--- config.mk ---
export PLATFORM = sky130hd
export DESIGN_NAME = nmr_acq_sequencer
export DESIGN_NICKNAME = d
export VERILOG_FILES = /design/src/rtl/nmr_acq_sequencer.sv
export SDC_FILE = /design/constraint.sdc
export NUM_CORES = 1
export LEC_CHECK = 0
export CORE_UTILIZATION = 40
export DETAILED_ROUTE_END_ITERATION = 12
export GPL_TIMING_DRIVEN = 0
export PLACE_DENSITY = 0.67
export SYNTH_ARGS = -nofsm -noshare
export SYNTH_HDL_FRONTEND = slang
export SYNTH_SLANG_ARGS = --single-unit
export TNS_END_PERCENT = 1
--- constraint.sdc ---
create_clock -name clk -period 7.2 [get_ports clk]
set_clock_uncertainty 0.05 [all_clocks]
set_input_delay 1.08 -clock clk [delete_from_list [all_inputs] [get_ports clk]]
set_output_delay 1.08 -clock clk [all_outputs]
set_load 0.01 [all_outputs]
--- src/rtl/nmr_acq_sequencer.sv ---
// nmr_acq_sequencer
// Single-shot NMR experiment sequencer: latches the host configuration on
// start, loads the DDS (frq/phase_offset + frq_valid), gates the excitation
// pulse (tx_gate), waits the receiver dead time and then captures
// cfg_n_samples decimated samples (acq_valid/acq_data/acq_last).
//
// Ports
//   clk, rst                    clock, synchronous active-high reset
//   start, abort                experiment control
//   cfg_frq, cfg_phase          DDS words, latched at start
//   cfg_pulse_len/dead_len/n_samples  stage lengths, latched at start
//   frq, phase_offset, frq_valid      to sin_source
//   tx_gate                     excitation pulse gate
//   s_tvalid, s_tdata           decimator stream in
//   acq_valid, acq_data, acq_last     captured sample stream out
//   busy, done, aborted         status
//
// done is decoded from the DONE state; aborted is registered and pulses in
// the first IDLE cycle after the abort was sampled.
module nmr_acq_sequencer #(
  parameter int CW = 24,
  parameter int DW = 16
) (
  input  logic          clk,
  input  logic          rst,
  input  logic          start,
  input  logic          abort,
  input  logic [31:0]   cfg_frq,
  input  logic [31:0]   cfg_phase,
  input  logic [CW-1:0] cfg_pulse_len,
  input  logic [CW-1:0] cfg_dead_len,
  input  logic [CW-1:0] cfg_n_samples,
  output logic [31:0]   frq,
  output logic [31:0]   phase_offset,
  output logic          frq_valid,
  output logic          tx_gate,
  input  logic          s_tvalid,
  input  logic [DW-1:0] s_tdata,
  output logic          acq_valid,
  output logic [DW-1:0] acq_data,
  output logic          acq_last,
  output logic          busy,
  output logic          done,
  output logic          aborted
);

  typedef enum logic [2:0] {IDLE, LOAD, PULSE, DEAD, ACQ, DONE} st_t;

  st_t           state_q, state_d;
  logic [CW-1:0] cnt;
  logic [CW-1:0] sh_pulse, sh_dead, sh_n;
  logic          acq_take, take_last, active;
  st_t           after_load, after_pulse, after_dead;

  // Zero-length stages are skipped when choosing the next stage.
  assign after_dead  = (sh_n != '0) ? ACQ : DONE;
  assign after_pulse = (sh_dead != '0) ? DEAD : after_dead;
  assign after_load  = (sh_pulse != '0) ? PULSE : after_pulse;

  assign active    = (state_q == LOAD) || (state_q == PULSE) ||
                     (state_q == DEAD) || (state_q == ACQ);
  // Once the last sample is in flight (acq_last high) further input is
  // ignored; ACQ holds for that one cycle so done lands after acq_last.
  assign acq_take  = (state_q == ACQ) && s_tvalid && !abort && !acq_last;
  assign take_last = (cnt == sh_n - CW'(1));

  always_comb begin
    state_d = state_q;
    unique case (state_q)
      IDLE:  if (start) state_d = LOAD;
      LOAD:  state_d = abort ? IDLE : after_load;
      PULSE: if (abort) state_d = IDLE;
             else if (cnt == sh_pulse - CW'(1)) state_d = after_pulse;
      DEAD:  if (abort) state_d = IDLE;
             else if (cnt == sh_dead - CW'(1)) state_d = after_dead;
      ACQ:   if (abort) state_d = IDLE;
             else if (acq_last) state_d = DONE;
      DONE:  state_d = IDLE;
      default: state_d = IDLE;
    endcase
  end

  assign frq_valid = (state_q == LOAD);
  assign tx_gate   = (state_q == PULSE);
  assign busy      = (state_q != IDLE);
  assign done      = (state_q == DONE);

  always_ff @(posedge clk) begin
    if (rst) begin
      state_q      <= IDLE;
      cnt          <= '0;
      sh_pulse     <= '0;
      sh_dead      <= '0;
      sh_n         <= '0;
      frq          <= '0;
      phase_offset <= '0;
      acq_valid    <= 1'b0;
      acq_data     <= '0;
      acq_last     <= 1'b0;
      aborted      <= 1'b0;
    end else begin
      state_q <= state_d;
      if (state_q == IDLE && start) begin
        frq          <= cfg_frq;
        phase_offset <= cfg_phase;
        sh_pulse     <= cfg_pulse_len;
        sh_dead      <= cfg_dead_len;
        sh_n         <= cfg_n_samples;
      end
      // cnt is the cycle count in PULSE/DEAD and the sample index in ACQ;
      // it never exceeds len-1, so a length of 2^CW-1 cannot wrap.
      if (state_d != state_q)
        cnt <= '0;
      else if (state_q == PULSE || state_q == DEAD)
        cnt <= cnt + CW'(1);
      else if (acq_take && !take_last)
        cnt <= cnt + CW'(1);
      acq_valid <= acq_take;
      acq_last  <= acq_take && take_last;
      if (acq_take) acq_data <= s_tdata;
      aborted <= active && abort;
    end
  end

endmodule
## Word-level counts from Yosys, hierarchy flattened

Index checks and enable logic that the tools add are counted.

| word-level totals | value |
|---|---|
| memories | 0 |
| output and inout bits | 87 |
| bits of input ports | 157 |
| memory bits (read-only) | 0 |
| latch bits | 0 |
| logic and storage cells | 59 |
| bits in registers | 182 |
| bits in writable memories | 0 |

| cells by class | value |
|---|---|
| multipliers | 0 |
| reductions and logical operators | 21 |
| order comparisons | 0 |
| divide/modulo/power cells | 0 |
| shift-type cells | 0 |
| eq/ne operators | 9 |
| $add $sub $neg | 4 |
| bitwise gates (word level) | 0 |
| mux-type cells | 14 |

Operator list:

| operator | number |
|---|---|
| $eq 24x24->1 | 3 |
| $reduce_bool 24->1 | 3 |
| $sub 24x1->24 const B | 3 |
| $mux 24 | 2 |
| $mux 3 | 10 |
| $add 24x1->24 const B | 1 |
| $pmux 3 s5 | 1 |
| $logic_and 1x1->1 | 7 |
| $eq 3x2->1 const B | 2 |
| $eq 3x3->1 const B | 2 |
| $logic_or 1x1->1 | 4 |
| $eq 3x1->1 const B | 1 |
| $logic_not 1->1 | 3 |
| $logic_not 3->1 | 1 |
| $ne 3x3->1 | 1 |
| $reduce_bool 3->1 | 1 |
| $reduce_bool 2->1 | 1 |
| $reduce_or 2->1 | 1 |
| $mux 1 | 1 |

## Logic depth before layout (Yosys ltp)

Gate-level depths: netlist of the first run.

| depth | value |
|---|---|
| depth in word-level cells | 8 |
| mapped depth | 14 |
| depth with buffers taken out | 12 |

## Worst setup path before layout of the first run

OpenSTA, ideal clock, no wires.

| path | value |
|---|---|
| path type | reg-to-reg |
| start point | register sh_dead[5] |
| end point | register cnt[19] |
| path buffers | 1 |
| library setup time | 0.125 ns |
| clock period less this slack | 3.551 ns |
| stages on the path, launching flop included | 12 |
| slack | 3.649 ns |
| arrival time | 3.376 ns |
| required time | 7.025 ns |
| cells stage by stage | dfxtp_1 > nor4_4 > and4_1 > nand2_2 > or4_1 > mux2i_1 > or4b_4 > or4_1 > mux2_2 > o311ai_4 > buf_6 > a21oi_1 |

| between the ends | value |
|---|---|
| word-level cells in the longest chain between the ends | 7 |
| elaborated cells on any way between the ends | 13 |
| classes of those cells | 1 x add/sub; 2 x eq/ne; 8 x mux; 2 x reduce/logical |

RTL lines:

| element | RTL line | RTL |
|---|---|---|
| start: declaration | 51 | `logic [CW-1:0] sh_pulse, sh_dead, sh_n;` |
| start signal: assignment | 107 | `sh_dead <= cfg_dead_len;` |
| $sub 24x1->24 / $reduce_bool 24->1 (equally long branches) | 75, 57 |  |
| $eq 24x24->1 / $mux 3 (equally long branches) | 75, 57 |  |
| $mux 3, on equally long branches | 75, 58, 73 |  |
| $mux 3, on equally long branches | 74, 71, 72 |  |
| $pmux 3 s5 * | 69 | `unique case (state_q)` |
| $ne 3x3->1 * | 112 | `if (state_d != state_q)` |
| $reduce_or 2->1 (no source line) * | -- |  |
| end signal: assignment | 115 | `cnt <= cnt + CW'(1);` |
| end signal: assignment | 117 | `cnt <= cnt + CW'(1);` |
| end: declaration | 50 | `logic [CW-1:0] cnt;` |

Mark *: on every way between the ends. The rest lies on a longest branch, timed or not.
A chain may end at the register's enable or synchronous reset.

## Worst setup path in the final report of the first run

| path | value |
|---|---|
| start point | register sh_pulse[0] |
| end point | register cnt[14] |

| between the ends | value |
|---|---|
| word-level cells in the longest chain between the ends | 7 |
| elaborated cells on any way between the ends | 10 |
| classes of those cells | 1 x add/sub; 2 x eq/ne; 5 x mux; 2 x reduce/logical |

RTL lines:

| element | RTL line | RTL |
|---|---|---|
| start: declaration | 51 |  |
| start signal: assignment | 106 | `sh_pulse <= cfg_pulse_len;` |
| $sub 24x1->24 | 73 | `else if (cnt == sh_pulse - CW'(1)) state_d = after_pulse;` |
| $eq 24x24->1 | 73 |  |
| $mux 3 | 73 |  |
| $mux 3 | 72 | `PULSE: if (abort) state_d = IDLE;` |
| $pmux 3 s5 * | 69 |  |
| $ne 3x3->1 * | 112 |  |
| $reduce_or 2->1 (no source line) * | -- |  |

Marks and branches as above.

==> results of run 1 <==
-- worst reg2reg max path: cells and delay by family (launching register included) --
| kind | cells | cell delay [ns] |
|---|---|---|
| fa+ha+maj | 1 | 0.27 |
| simple gates | 6 | 2.22 |
| buf+inv | 3 | 0.51 |
| compound gates | 4 | 0.83 |
| flops | 1 | 0.30 |
-- sequential cells by signal, summed over array words and instances (netlist names), 3 cells and up --
register / cells
frq: 32
state_q: 3
acq_data: 16
sh_n: 24
sh_dead: 24
cnt: 24
phase_offset: 32
sh_pulse: 24
-- power by group --
| part | leakage [nW] | internal [W] | total [W] | switching [W] |
|---|---|---|---|---|
| clock network | 0.283 | 0.000465 | 0.000945 | 0.000481 |
| registers | 1.49 | 0.00106 | 0.00110 | 0.0000465 |
| logic | 2.89 | 0.000273 | 0.000578 | 0.000305 |
-- cell families (layout without fill, tap and decap cells) --
kind of cell             after synthesis  in the layout
AO/OA/AOI/OAI                        265            265
XOR/XNOR                             101            101
adder cells (fa/ha/maj)                4              4
buffers and inverters                111            385
flip-flops                           182            182
multiplexers                           7              7
other                                  0              2
AND/OR/NAND/NOR                      600            600
-- cell type report --
cell class / instances / area, um^2 / share of cell area, %
multi-input cells: 977 / 5470 / 42.1
flip-flops and latches: 182 / 3640 / 28.1
repair buffers: 243 / 2430 / 18.7
clock buffers: 17 / 425 / 3.28
plain buffers: 101 / 404 / 3.11
well taps: 319 / 399 / 3.07
clock inverters: 14 / 166 / 1.28
inverters: 10 / 37.5 / 0.289
diodes: 2 / 5.00 / 0.0385
-- how the worst max path moves through the flow --
stage                                        start                    to  slack (ns)
after floorplan            sh_dead[5]$_SDFFE_PP0P_  cnt[19]$_SDFFE_PP0P_        3.65
after global placement    sh_pulse[0]$_SDFFE_PP0P_  cnt[19]$_SDFFE_PP0P_        3.04
after detailed placement  sh_pulse[0]$_SDFFE_PP0P_   cnt[0]$_SDFFE_PP0P_        3.04
after CTS                 sh_pulse[0]$_SDFFE_PP0P_  cnt[19]$_SDFFE_PP0P_        3.02
after global routing      sh_pulse[0]$_SDFFE_PP0P_   cnt[8]$_SDFFE_PP0P_        2.62
final                     sh_pulse[0]$_SDFFE_PP0P_  cnt[14]$_SDFFE_PP0P_        2.92
-- per-stage QoR --
stage / area [um^2] / worst slack [ns] / util, % / hold slack, ns
floorplan: 9560 / 3.65 / - / 0.406
global placement: 12400 / 3.04 / 52.8 / 0.390
detailed placement: 12400 / 3.04 / 52.8 / 0.396
CTS: 13000 / 3.02 / 55.3 / 0.406
global route: 13000 / 2.62 / 55.3 / 0.422
finish: 13000 / 2.92 / 55.3 / 0.405
-- cells in the mapped netlist, drive strengths merged (6+ instances only) --
cell	number	area, um^2
nor2b	6	37.5
dfxtp	182	3640
inv	10	37.5
or3	15	98.8
a21oi	170	851
nand2	336	1260
nor3	29	155
nor2	55	206
and3	13	81.3
and4	8	70.1
o21ai	18	90.1
a211oi	8	60.1
clkbuf	85	319
nand4	25	156
and2	7	43.8
nand2b	11	68.8
nor3b	7	52.6
buf	16	85.1
xnor2	49	429
or4	14	105
nand3	25	125
xor2	52	455
nor4	23	174
a31oi	13	81.3
-- per-layer routing --
metal / vias up / wire [um] / part of all wire [%] / global-route usage [%]
li1: 4924 / - / - / -
met1: 4675 / 13700 / 42 / 33.1
met2: 364 / 14800 / 45 / 43.1
met3: 56 / 2840 / 8.7 / 8.03
met4: 0 / 1260 / 3.8 / 12.8
met5: - / 0 / 0 / 0
==> out/results.tsv, run 1 <==
stage	metric	value	unit
placement	port_buffers	243	
global_routing	overflow	0	
final_layout	layout-drive-gt1-share	4.34	%
synthesis	synth-edff-count	0	
sta	worst_pin_slew	1.10	ns
synthesis	synth_area_per_cell	7.53	um^2
cts	cts_root_buffer	clkbuf_16	
cts	post_cts_resized	0	
route	routed_wl	32.7	mm
cts	numCtsBuffers	17	
die	io_pins	244	
synthesis	synth_flop_cell	dfxtp_1	
route	ant_nets	0	
final_layout	mostFrequentLayoutCells	nand2_1 (335), clkdlybuf4s50_1 (243), dfxtp_1 (182)	
synthesis	synth_xor_area_share	9.25	%
critical_path	ff2ff_path_depth	14	
run	max-cap-violations	0	
critical_path	critPathMaxStageDelay	0.62	ns
cts	path_clk_slew	0.07	ns
final_layout	nets	1693	
route	detail_route.wl_per_cell	17.5	um
die	fp.dieArea	24500	um^2
min_path	holdPathEnd	frq[26]$_SDFFE_PP0P_	
sta	finalHoldViolCount	0	
power_and_ir_drop	peakVddDrop	0.000132	V
global_routing	grt.total_usage	27.0	%
synthesis	synthCells	1270	
critical_path	end_kind	register	
critical_path	path_class	register to register	
die	die_y	157	um
placement	post-dp-hpwl	24.5	mm
final_layout	n_fill_cell	2284	
final_layout	final_cells	1865	
die	initial_core_util	40.7	%
synthesis	yosys.area_share.simple	30.1	%
critical_path	crit_cells	14	
sta	period_needed	4.28	ns
cts	cts_setup_buffers	0	
critical_path	r2r_setup_slack	2.92	ns
synthesis	syn-cell-area	9560	um^2
route	num_vias	10019	
critical_path	path_buf_inv	3	
critical_path	reg2reg_to	cnt[14]$_SDFFE_PP0P_	
synthesis	synth_mux_area_share	0.772	%
synthesis	synth-async-reset-ratio	0	%
min_path	hold_class	register to register	
critical_path	crit_arrival	4.56	ns
outcome	status	finished, final reports clean	
critical_path	rr_startpoint	sh_pulse[0]$_SDFFE_PP0P_	
route	drtIter0Drc	657	
global_routing	antenna_found_initial	2	
global_routing	grt_max_degree	20	
critical_path	worstPathCellList	clkbuf_1 > inv_1 > ha_1 > nor4b_2 > nand3_1 > or4b_1 > a2111oi_0 > nand4_1 > nor3_2 > a21o_1 > a21oi_1 > o311ai_4 > buf_6 > nor2_1	
sta	setup_tns	0	ns
die	fp.dieW	157	um
critical_path	path_delay_family	simple AND/OR/NAND/NOR gates	
synthesis	synth_fp_nets	1431	
cts	holdBufCountCts	0	
placement	dp_cells	1832	
sta	finalSetupViolCount	0	
sta	report.final.slew_viol_count	0	
synthesis	synth_cell_types	73	
synthesis	ys_ff_latch	182	
cts	cts_tree	done	
critical_path	crit_fanout	10	
min_path	hp-start	frq[26]$_SDFFE_PP0P_	
synthesis	yosysSeqAreaShare	38.1	%
cts	h-tree-depth	4	
global_routing	grt_pass1_vias	9333	
synthesis	synth_top_family_by_area	simple AND/OR/NAND/NOR gates	
die	core-area	23500	um^2
sta	period_share	59.4	%
route	firstDrtPassIters	5	
power_and_ir_drop	cellPowerDensity	202	nW/um^2
global_routing	grt_pass1_wl	50.6	mm
critical_path	critPathLaunchType	register	
route	vias_per_cell	5.37	
final_layout	area_growth	35.9	%
synthesis	synth_compound_area_share	16.6	%
cts	clk_latency	0.45	ns
sta	relSlewSlack	26.2	%
critical_path	required	7.48	ns
final_layout	layout_commonest_cell	nand2_1	
cts	cts_sinks	182	
min_path	holdPathStages	2	
power_and_ir_drop	leakagePower	4.67	nW
sta	rsz0062_at_grt	false	
cts	cts_max_path_buffers	2	
synthesis	synth_warnings	0	
synthesis	synth_fa_ha_area_share	0.524	%
placement	gp_congestion	0.914	
route	post-route-drc-count	0	
die	num_rows	56	
power_and_ir_drop	power.total	0.00263	W
critical_path	cpMaxStageDelayCell	or4b_1	
sta	fmax	234	MHz
No activity file was read; power rests on OpenSTA's default activity.
==> run 2: changes to the inputs <==
--- a/config.mk
+++ b/config.mk
@@ -8,7 +8,7 @@
 export CORE_UTILIZATION = 40
 export DETAILED_ROUTE_END_ITERATION = 12
 export GPL_TIMING_DRIVEN = 0
-export PLACE_DENSITY = 0.67
+export PLACE_DENSITY = 0.7
 export SYNTH_ARGS = -nofsm -noshare
 export SYNTH_HDL_FRONTEND = slang
 export SYNTH_SLANG_ARGS = --single-unit
==> constraint.sdc (replaced) <==
create_clock -name clk -period 3.9 [get_ports clk]
set_clock_uncertainty 0.05 [all_clocks]
set_input_delay 0.585 -clock clk [delete_from_list [all_inputs] [get_ports clk]]
set_output_delay 0.585 -clock clk [all_outputs]
set_load 0.01 [all_outputs]
==> run 2 against run 1 <==
Against the previous run:
- wire length up 0.71%
- non-clock buffer count up 13
- first-iteration DRC count down 13%
- combinational power up 92%
- setup slack worse by 2.8 ns
==> out/results.tsv, run 2 (synthesis results as in run 1) <==
stage	metric	value	unit
final_layout	top_regs	frq x32, phase_offset x32	
sta	report.final.slew_viol_count	0	
global_routing	antenna_found_initial	0	
cts	numCtsBuffers	17	
sta	relSlewSlack	40.5	%
sta	finalHoldViolCount	0	
route	met1Wirelength	13.3	mm
critical_path	crit_arrival	4.06	ns
outcome	status	finished, final reports clean	
cts	holdBufCountCts	0	
route	drtIter0Drc	573	
critical_path	cpMaxStageDelayCell	or4b_4	
die	die_y	157	um
placement	post-dp-hpwl	24.6	mm
placement	gp_congestion	0.924	
power_and_ir_drop	power.total	0.00494	W
critical_path	end_kind	register	
die	fp.dieArea	24500	um^2
die	io_pins	244	
cts	clk_latency	0.45	ns
critical_path	path_class	register to register	
route	dr_wl_met3	3.11	mm
power_and_ir_drop	peakVddDrop	0.000237	V
die	core-area	23500	um^2
global_routing	grt_max_degree	21	
sta	period_needed	3.77	ns
placement	port_buffers	243	
route	post-route-drc-count	0	
die	initial_core_util	40.7	%
global_routing	grt_pass1_wl	50.4	mm
route	routed_wl	32.9	mm
die	fp.dieW	157	um
sta	finalSetupViolCount	0	
sta	period_share	96.8	%
final_layout	final_cells	1877	
final_layout	final_cell_area	13200	um^2
cts	cts_max_path_buffers	2	
route	top_layer	met4	
route	vias_per_cell	5.37	
global_routing	grt.total_usage	27.0	%
critical_path	critPathLaunchType	register	
sta	timing.hold.ws	0.405	ns
critical_path	critPathMaxStageDelay	0.57	ns
sta	worst_pin_slew	0.892	ns
sta	fmax	265	MHz
cts	path_clk_slew	0.08	ns
final_layout	mostFrequentLayoutCells	nand2_1 (335), clkdlybuf4s50_1 (243), dfxtp_1 (181)	
sta	setup_tns	0	ns
die	num_rows	56	
placement	dp_cells	1832	
final_layout	diodes	0	
placement	place_area	12400	um^2
final_layout	multi_input_area	5560	um^2
critical_path	crit_fanout	10	
final_layout	area_growth	38.0	%
route	ant_nets	0	
route	detail_route.wl_per_cell	17.5	um
final_layout	layout_commonest_cell	nand2_1	
cts	cts_sinks	182	
final_layout	nets	1706	
min_path	hold_class	register to register	
final_layout	register_area	3640	um^2
run	max-cap-violations	0	
cts	cts_root_buffer	clkbuf_16	
global_routing	grt_pass1_vias	9539	
global_routing	overflow	0	
route	num_vias	10088	
power_and_ir_drop	cellPowerDensity	374	nW/um^2
cts	h-tree-depth	4	
critical_path	required	4.19	ns
final_layout	n_fill_cell	2261	
route	wl_met2	15.4	mm
final_layout	layout-drive-gt1-share	6.03	%
power_and_ir_drop	leakagePower	4.78	nW
cts	cts_tree	done	
critical_path	worstPathCellList	nor4_4 > and4_2 > nand2_2 > or4_1 > mux2i_1 > or4b_4 > or4_1 > mux2_2 > o311ai_4 > buf_6 > buf_6 > nor2_1	
route	firstDrtPassIters	6	
[run 2: cell count changes in the layout (fill, tap and decap cells not counted), moves of 2 or more]
cell,previous run,this run
nor4_2,0,3
inv_12,0,2
inv_6,1,4
buf_4,0,14
diode_2,2,0
nor4b_4,0,2
nor4_1,21,18
a2111oi_0,2,0
clkinv_4,4,1
[run 2: what timing repair did]
action                     in CTS  in global routing
setup endpoints to repair      24                 25
pin swaps                       4                  7
cloned                          0                  1
resized for setup               7                 15
setup buffers                   5                  8
[run 2: critical path, delay by kind of cell, from the launching register on]
family | cells | cell delay (ns)
AO/OA/AOI/OAI | 1 | 0.23
buffers and inverters | 2 | 0.30
flip-flops | 1 | 0.39
multiplexers | 2 | 0.48
AND/OR/NAND/NOR | 7 | 2.21
[run 2: area by class of cell]
class,count,share of cell area (%)
well taps,319,3.03
clock buffers,18,3.25
plain buffers,100,3.05
clock inverters,14,1.33
inverters,10,0.285
multi-input cells,977,42.2
repair buffers,257,19.3
flip-flops and latches,182,27.6
[run 2: per-stage QoR]
stage	utilization, %	setup WS [ns]
detailed placement	52.8	-0.188
CTS	55.7	0.0182
global placement	52.8	-0.238
floorplan	-	0.349
finish	56.2	0.125
global route	56.2	-0.00765
[run 2: path summary, 6_finish.rpt]
| path | from | end | slack, ns | depth (start not counted) |
|---|---|---|---|---|
| worst min-delay path | frq[6]$_SDFFE_PP0P_ | frq[6]$_SDFFE_PP0P_ | 0.40 | 2 |
| worst min register to register | frq[6]$_SDFFE_PP0P_ | frq[6]$_SDFFE_PP0P_ | 0.40 | 2 |
| worst max register to register | sh_dead[6]$_SDFFE_PP0P_ | cnt[5]$_SDFFE_PP0P_ | 0.13 | 12 |
| worst max-delay path | sh_dead[6]$_SDFFE_PP0P_ | cnt[5]$_SDFFE_PP0P_ | 0.13 | 12 |
[run 2: metal layers]
metal,vias to the layer above,track usage (%)
met5,-,0
met4,0,10.7
met2,386,45.3
li1,4937,-
met3,60,8.20
met1,4705,32.0
[run 2: where the power goes]
part,internal (W),total [W],switching [W]
Combinational,0.000534,0.00111,0.000573
Sequential,0.00195,0.00204,0.0000904
Clock,0.000878,0.00179,0.000913
